File: config.mk
export PLATFORM = sky130hd
export DESIGN_NAME = pilot_inserter
export DESIGN_NICKNAME = d
export VERILOG_FILES = /design/src/rtl/pilot_ins_pkg.sv /design/src/rtl/pilot_inserter_sat_add16.sv /design/src/rtl/pilot_inserter.sv
export SDC_FILE = /design/constraint.sdc
export NUM_CORES = 1
export LEC_CHECK = 0
export CORE_MARGIN = 2
export CORE_UTILIZATION = 30
export DETAILED_ROUTE_END_ITERATION = 10
export GPL_TIMING_DRIVEN = 1
export PLACE_DENSITY = 0.61
export SETUP_SLACK_MARGIN = 0.3
export SYNTH_ARGS = -nofsm -noshare
export SYNTH_HDL_FRONTEND = slang
export SYNTH_SLANG_ARGS = --single-unit
File: constraint.sdc
create_clock -name ce_clk -period 8.1 [get_ports ce_clk]
set_input_delay 2.43 -clock ce_clk [delete_from_list [all_inputs] [get_ports ce_clk]]
set_output_delay 2.43 -clock ce_clk [all_outputs]
set_load 0.02 [all_outputs]
File: src/rtl/pilot_ins_pkg.sv
// rtl/pilot_ins_pkg.sv - shared constants, FSM encoding and saturation helpers for pilot_inserter
package pilot_ins_pkg;

  localparam logic [7:0] SR_PILOT_LEVEL_DEF = 8'd128;
  localparam logic [7:0] SR_PILOT_CTRL_DEF  = 8'd129;

  localparam int SAMPLE_W = 16;
  localparam int IQ_W     = 2 * SAMPLE_W;
  localparam int I_MSB    = 31;
  localparam int I_LSB    = 16;
  localparam int Q_MSB    = 15;
  localparam int Q_LSB    = 0;

  typedef enum logic {
    ST_SOP = 1'b0,
    ST_MID = 1'b1
  } state_e;

  // Two's-complement overflow of a 17-bit sum shows up as the two top bits disagreeing.
  function automatic logic sat17_ovf(input logic [SAMPLE_W:0] x);
    return x[SAMPLE_W] ^ x[SAMPLE_W-1];
  endfunction

  function automatic logic [SAMPLE_W-1:0] sat16(input logic [SAMPLE_W:0] x);
    logic [SAMPLE_W-1:0] r;
    if (sat17_ovf(x)) begin
      r = x[SAMPLE_W] ? {1'b1, {(SAMPLE_W-1){1'b0}}} : {1'b0, {(SAMPLE_W-1){1'b1}}};
    end else begin
      r = x[SAMPLE_W-1:0];
    end
    return r;
  endfunction

endpackage

File: src/rtl/pilot_inserter_sat_add16.sv
// rtl/pilot_inserter_sat_add16.sv - output stage: registered 17-bit I + level add with clamp and saturation flag
module sat_add16
  import pilot_ins_pkg::*;
(
  input  logic                clk_i,
  input  logic                rst_i,
  input  logic                ld_i,
  input  logic                valid_i,
  input  logic [IQ_W-1:0]     data_i,
  input  logic                last_i,
  input  logic [SAMPLE_W-1:0] level_i,
  input  logic                add_en_i,
  output logic                valid_o,
  output logic [IQ_W-1:0]     data_o,
  output logic                last_o,
  output logic                sat_o
);

  logic [SAMPLE_W:0]   sum;
  logic [SAMPLE_W-1:0] i_d;
  logic                sat_d;

  always_comb begin
    sum   = {data_i[I_MSB], data_i[I_MSB:I_LSB]} + {level_i[SAMPLE_W-1], level_i};
    i_d   = data_i[I_MSB:I_LSB];
    sat_d = 1'b0;
    if (add_en_i) begin
      i_d   = sat16(sum);
      sat_d = sat17_ovf(sum);
    end
  end

  // A bubble load clears valid but leaves the last data in place.
  always_ff @(posedge clk_i or posedge rst_i) begin
    if (rst_i) begin
      valid_o <= 1'b0;
      data_o  <= '0;
      last_o  <= 1'b0;
      sat_o   <= 1'b0;
    end else if (ld_i) begin
      valid_o <= valid_i;
      if (valid_i) begin
        data_o <= {i_d, data_i[Q_MSB:Q_LSB]};
        last_o <= last_i;
        sat_o  <= sat_d;
      end
    end
  end

endmodule

File: src/rtl/pilot_inserter.sv
// rtl/pilot_inserter.sv - ATSC 8-VSB pilot inserter: adds a saturating DC offset to I of a {I,Q} stream.
// Optional saturation event counter enabled by PILOT_INS_SAT_CNT_EN.
module pilot_inserter
  import pilot_ins_pkg::*;
#(
  parameter logic [7:0] SR_PILOT_LEVEL = SR_PILOT_LEVEL_DEF,
  parameter logic [7:0] SR_PILOT_CTRL  = SR_PILOT_CTRL_DEF
) (
  input  logic        ce_clk,
  input  logic        ce_rst,
  input  logic        set_stb,
  input  logic [7:0]  set_addr,
  input  logic [31:0] set_data,
  input  logic [31:0] s_axis_data_tdata,
  input  logic        s_axis_data_tlast,
  input  logic        s_axis_data_tvalid,
  output logic        s_axis_data_tready,
  output logic [31:0] m_axis_data_tdata,
  output logic        m_axis_data_tlast,
  output logic        m_axis_data_tvalid,
  input  logic        m_axis_data_tready,
  output logic [31:0] sat_count
);

  state_e state_q, state_d;

  logic [SAMPLE_W-1:0] shadow_level_q, active_level_q;
  logic                shadow_en_q, active_en_q;

  logic                v1_q;
  logic [IQ_W-1:0]     data1_q;
  logic                last1_q;
  logic [SAMPLE_W-1:0] level1_q;
  logic                en1_q;

  logic                v2, sat2, ld1, ld2, s_fire;
  logic                wr_level, wr_ctrl;
  logic                sop, load_active;
  logic [SAMPLE_W-1:0] beat_level;
  logic                beat_en;

  assign ld2    = ~v2 | m_axis_data_tready;
  assign ld1    = ~v1_q | ld2;
  assign s_axis_data_tready = ~ce_rst & ld1;
  assign s_fire = s_axis_data_tvalid & s_axis_data_tready;

  assign wr_level = set_stb & (set_addr == SR_PILOT_LEVEL);
  assign wr_ctrl  = set_stb & (set_addr == SR_PILOT_CTRL);

  always_ff @(posedge ce_clk or posedge ce_rst) begin
    if (ce_rst) begin
      shadow_level_q <= '0;
      shadow_en_q    <= 1'b0;
    end else begin
      if (wr_level) shadow_level_q <= set_data[SAMPLE_W-1:0];
      if (wr_ctrl)  shadow_en_q    <= set_data[0];
    end
  end

  always_ff @(posedge ce_clk or posedge ce_rst) begin
    if (ce_rst) state_q <= ST_SOP;
    else        state_q <= state_d;
  end

  always_comb begin
    state_d = state_q;
    case (state_q)
      ST_SOP:  if (s_fire && !s_axis_data_tlast) state_d = ST_MID;
      ST_MID:  if (s_fire && s_axis_data_tlast)  state_d = ST_SOP;
      default: state_d = ST_SOP;
    endcase
  end

  // The first beat of a packet sees the shadow value directly, since active only catches up at this edge.
  always_comb begin
    sop         = (state_q == ST_SOP);
    load_active = sop & s_fire;
    beat_level  = sop ? shadow_level_q : active_level_q;
    beat_en     = sop ? shadow_en_q    : active_en_q;
  end

  always_ff @(posedge ce_clk or posedge ce_rst) begin
    if (ce_rst) begin
      active_level_q <= '0;
      active_en_q    <= 1'b0;
    end else if (load_active) begin
      active_level_q <= shadow_level_q;
      active_en_q    <= shadow_en_q;
    end
  end

  always_ff @(posedge ce_clk or posedge ce_rst) begin
    if (ce_rst) begin
      v1_q     <= 1'b0;
      data1_q  <= '0;
      last1_q  <= 1'b0;
      level1_q <= '0;
      en1_q    <= 1'b0;
    end else begin
      if (ld1) v1_q <= s_axis_data_tvalid;
      if (s_fire) begin
        data1_q  <= s_axis_data_tdata;
        last1_q  <= s_axis_data_tlast;
        level1_q <= beat_level;
        en1_q    <= beat_en;
      end
    end
  end

  sat_add16 u_s2 (
    .clk_i    (ce_clk),
    .rst_i    (ce_rst),
    .ld_i     (ld2),
    .valid_i  (v1_q),
    .data_i   (data1_q),
    .last_i   (last1_q),
    .level_i  (level1_q),
    .add_en_i (en1_q),
    .valid_o  (v2),
    .data_o   (m_axis_data_tdata),
    .last_o   (m_axis_data_tlast),
    .sat_o    (sat2)
  );

  assign m_axis_data_tvalid = v2;

`ifdef PILOT_INS_SAT_CNT_EN
  logic [31:0] sat_cnt_q, sat_cnt_d;

  always_comb begin
    sat_cnt_d = sat_cnt_q;
    if (wr_ctrl && set_data[1]) begin
      sat_cnt_d = '0;
    end else if (v2 && m_axis_data_tready && sat2 && (sat_cnt_q != 32'hFFFF_FFFF)) begin
      sat_cnt_d = sat_cnt_q + 32'd1;
    end
  end

  always_ff @(posedge ce_clk or posedge ce_rst) begin
    if (ce_rst) sat_cnt_q <= '0;
    else        sat_cnt_q <= sat_cnt_d;
  end

  assign sat_count = sat_cnt_q;

  logic unused_set_hi;
  assign unused_set_hi = ^set_data[31:16];
`else
  assign sat_count = 32'd0;

  logic unused_cnt_inputs;
  assign unused_cnt_inputs = ^{set_data[31:16], sat2};
`endif

endmodule

==> results.yml <==
min_path:
  min_from: "data1_q[12]"
  whs_path_depth: 2
  holdPathEnd: "u_s2.data_o[12]"
  hold_path_class: "reg2reg"
yosys:
  synth_top_family_by_area: "multiplexers"
  synthMuxAreaShare_pct: 15.6
  netlist_top_cells_area: "dfrtp_1 51%, mux2_2 13%, nand2_1 6.2%, buf_4 4.2%, ha_1 3.4%"
  yosysTopAreaCell: "dfrtp_1"
  ys_seq_elements: 120
  ys_warn_count: 0
  netlist.area_leader.share_pct: 50.7
  synth.distinct_cells: 49
  yosysSeqAreaShare_pct: 50.7
  async_reset_ff_share_pct: 100
  synth_xor_area_share_pct: 1.92
  synth_cells: 534
  synth_edf_count: 0
  yosys_most_used_dff: "dfrtp_1"
  synth-compound-area-share_pct: 10.4
  synth-adder-area-share_pct: 5.05
  synth.cell_area_sq_um: 5920
  synthSimpleGateAreaFrac_pct: 9.98
  postSynthAreaPerCell_sq_um: 11.1
place:
  dpl.cell_count: 875
  dp_hpwl_mm: 9.44
  portBuffers: 96
  gp_congestion: 0.819
routing:
  wl_per_cell_um: 14.2
  drtIter0Drc: 210
  routed_wirelength_mm: 12.9
  via_count: 4150
  firstDrtPassIters: 4
  ant_nets: 0
  viasPerCell: 4.58
  drcViolationCount: 0
setup_path:
  ff2ff_path_depth: 8
  cp-start-kind: "input port"
  cp-end-kind: "primary output"
  arrival_ps: 3970
  required_ps: 5670
  worstReg2RegStart: "data1_q[24]"
  critPathKind: "in2out"
  r2r_slack_ps: 4800
  r2r_end: "u_s2.data_o[18]"
  path_max_fanout: 4
floorplan:
  core_area_sq_um: 19400
  die_h_um: 144
  die_w_um: 144
  dieArea_sq_um: 20900
  start_util_pct: 30.5
  num_rows: 51
  ios: 145
timing:
  skew_ps: 7.06
  slew_violations: 0
  worst_slew_pin_slew_ps: 1030
  timing.final.crit_share_pct: 79.0
  holdWs_ps: 464
  clock.fmax_mhz: 156
  period_minus_slack_ps: 6400
  rsz0062_at_grt: "no"
  slew_headroom_pct: 31.1
  hold_violations: 0
  fin_tns_setup_ps: 0
  setup_violations: 0
power:
  ir_drop_mv: 0.168
  power.leakage_nw: 3.47
  p_per_area_nw_per_um2: 263
clocking:
  cts_tree: "built"
  htreeDepth: 4
  clock_latency_ps: 420
  clk_path_buf_depth: 2
  cts-root-buf: "clkbuf_16"
  cts_sinks: 120
  cts_buffers: 17
  cts_resized: 0
  clk_pin_slew_ps: 50
  holdBufCountCts: 0
  post_cts_buffers: 0
global_route:
  grt_pass1_vias: 4228
  antenna_found_initial: 0
  grt_pass1_wl_mm: 21.0
  gr-total-overflow: 0
  grt_max_degree: 69
  track_usage_pct: 13.0
cells_and_area:
  stdcell_count: 907
  n_fill_cell: 1917
  n_antenna_cell: 0
  regArea_sq_um: 3000
  drive_gt1_share_pct: 18.8
  syn2layout_area_growth_pct: 29.1
  multi_input_area_sq_um: 2670
  fin_nets: 724
job:
  max-cap-violations: 0
status:
  status: "finished clean"
==> how the worst max path moves through the flow <==
stage                     cells after the start          startpoint                    endpoint  slack, ps
after floorplan                               1              ce_rst  asynchronous set/reset pin       2480
after global placement                        4  m_axis_data_tready          s_axis_data_tready       1740
after detailed placement                      4  m_axis_data_tready          s_axis_data_tready       1720
after CTS                                     4  m_axis_data_tready          s_axis_data_tready       1720
after global routing                          4  m_axis_data_tready          s_axis_data_tready       1630
final                                         4  m_axis_data_tready          s_axis_data_tready       1700
==> area by class of cell <==
class	instances	share of cell area, %
flip-flops and latches	120	39.3
multi-input cells	383	34.9
repair buffers	102	13.2
clock buffers	20	6.11
well taps	265	4.34
clock inverters	12	1.95
inverters	5	0.278
==> metrics by stage <==
step                instance area (sq um)  worst slack, ps  util (%)  power [mW]
floorplan                            6030             2480         -        1.07
global placement                     7030             1740      36.2        1.23
detailed placement                   7030             1720      36.2        1.25
CTS                                  7640             1720      39.4        2.03
global route                         7640             1630      39.4        2.11
finish                               7640             1700      39.4        2.01
==> flip-flops by register name, indices dropped and copies added, names as in the netlist, named ones only <==
| signal | count |
|---|---|
| data1_q | 32 |
| level1_q | 16 |
| u_s2.data_o | 32 |
| active_level_q | 16 |
| last1_q | 1 |
| shadow_level_q | 16 |
| u_s2.last_o | 1 |
| shadow_en_q | 1 |
| v1_q | 1 |
| u_s2.valid_o | 1 |
| en1_q | 1 |
| active_en_q | 1 |
==> power breakdown <==
group | leakage, nW | internal [mW] | switching, mW
Sequential | 1.53 | 0.692 | 0.0644
Combinational | 1.64 | 0.229 | 0.252
Clock | 0.306 | 0.506 | 0.267
==> synthesized netlist by cell type, types with 2 or more instances <==
cell type  count
a211oi_1       3
a21boi_0       2
a21o_1         4
a21oi_1       22
a2bb2oi_1      7
a31oi_1        2
buf_1          4
buf_2          3
buf_4         33
clkbuf_1      15
dfrtp_1      120
ha_1          16
inv_1          5
maj3_2         7
mux2_2        67
mux2i_1       17
nand2_1       97
nand2b_1       3
nand3_1        6
nand4_1        2
nor2_1         8
nor2b_1        2
nor3_1         2
nor3b_1        6
o211a_1        2
o211ai_1       4
o211ai_2       2
o21ai_0       34
o311ai_0       6
or3_1          3
xnor2_1        6
xor2_1         7
==> cell families after synthesis <==
kind of cell / Yosys count
simple gates: 136
flops: 120
compound gates: 94
mux: 84
buf+inv: 62
fa+ha+maj: 24
xor+xnor: 13
other cells: 1
==> routing by layer <==
metal  vias up  routed length, um  GRT usage (%)
met4         0                297           6.13
met5         -                  0              0
met2       123               6220           20.4
li1       2004                  -              -
met3        22                568           3.68
met1      2001               5830           16.5
==> layout by cell type (no fill, tap or decap), drive strengths merged, types with 3 or more instances in the layout <==
| cell | count |
|---|---|
| a211oi | 4 |
| a21o | 4 |
| a21oi | 22 |
| a2bb2oi | 7 |
| buf | 6 |
| bufinv | 3 |
| clkbuf | 20 |
| clkdlybuf4s50 | 96 |
| clkinv | 8 |
| conb | 32 |
| dfrtp | 120 |
| ha | 16 |
| inv | 5 |
| maj3 | 7 |
| mux2 | 67 |
| mux2i | 17 |
| nand2 | 97 |
| nand2b | 3 |
| nand3 | 6 |
| nor2 | 9 |
| nor2b | 3 |
| nor3b | 6 |
| o211ai | 6 |
| o21ai | 34 |
| o311ai | 6 |
| or3 | 3 |
| xnor2 | 6 |
| xor2 | 7 |
==> critical path: stages <==
cell and delay, ps:
clkdlybuf4s50_1 480, nor2b_1 60, a21oi_1 330, clkdlybuf4s50_1 680
(Power assumes the default switching activity.)
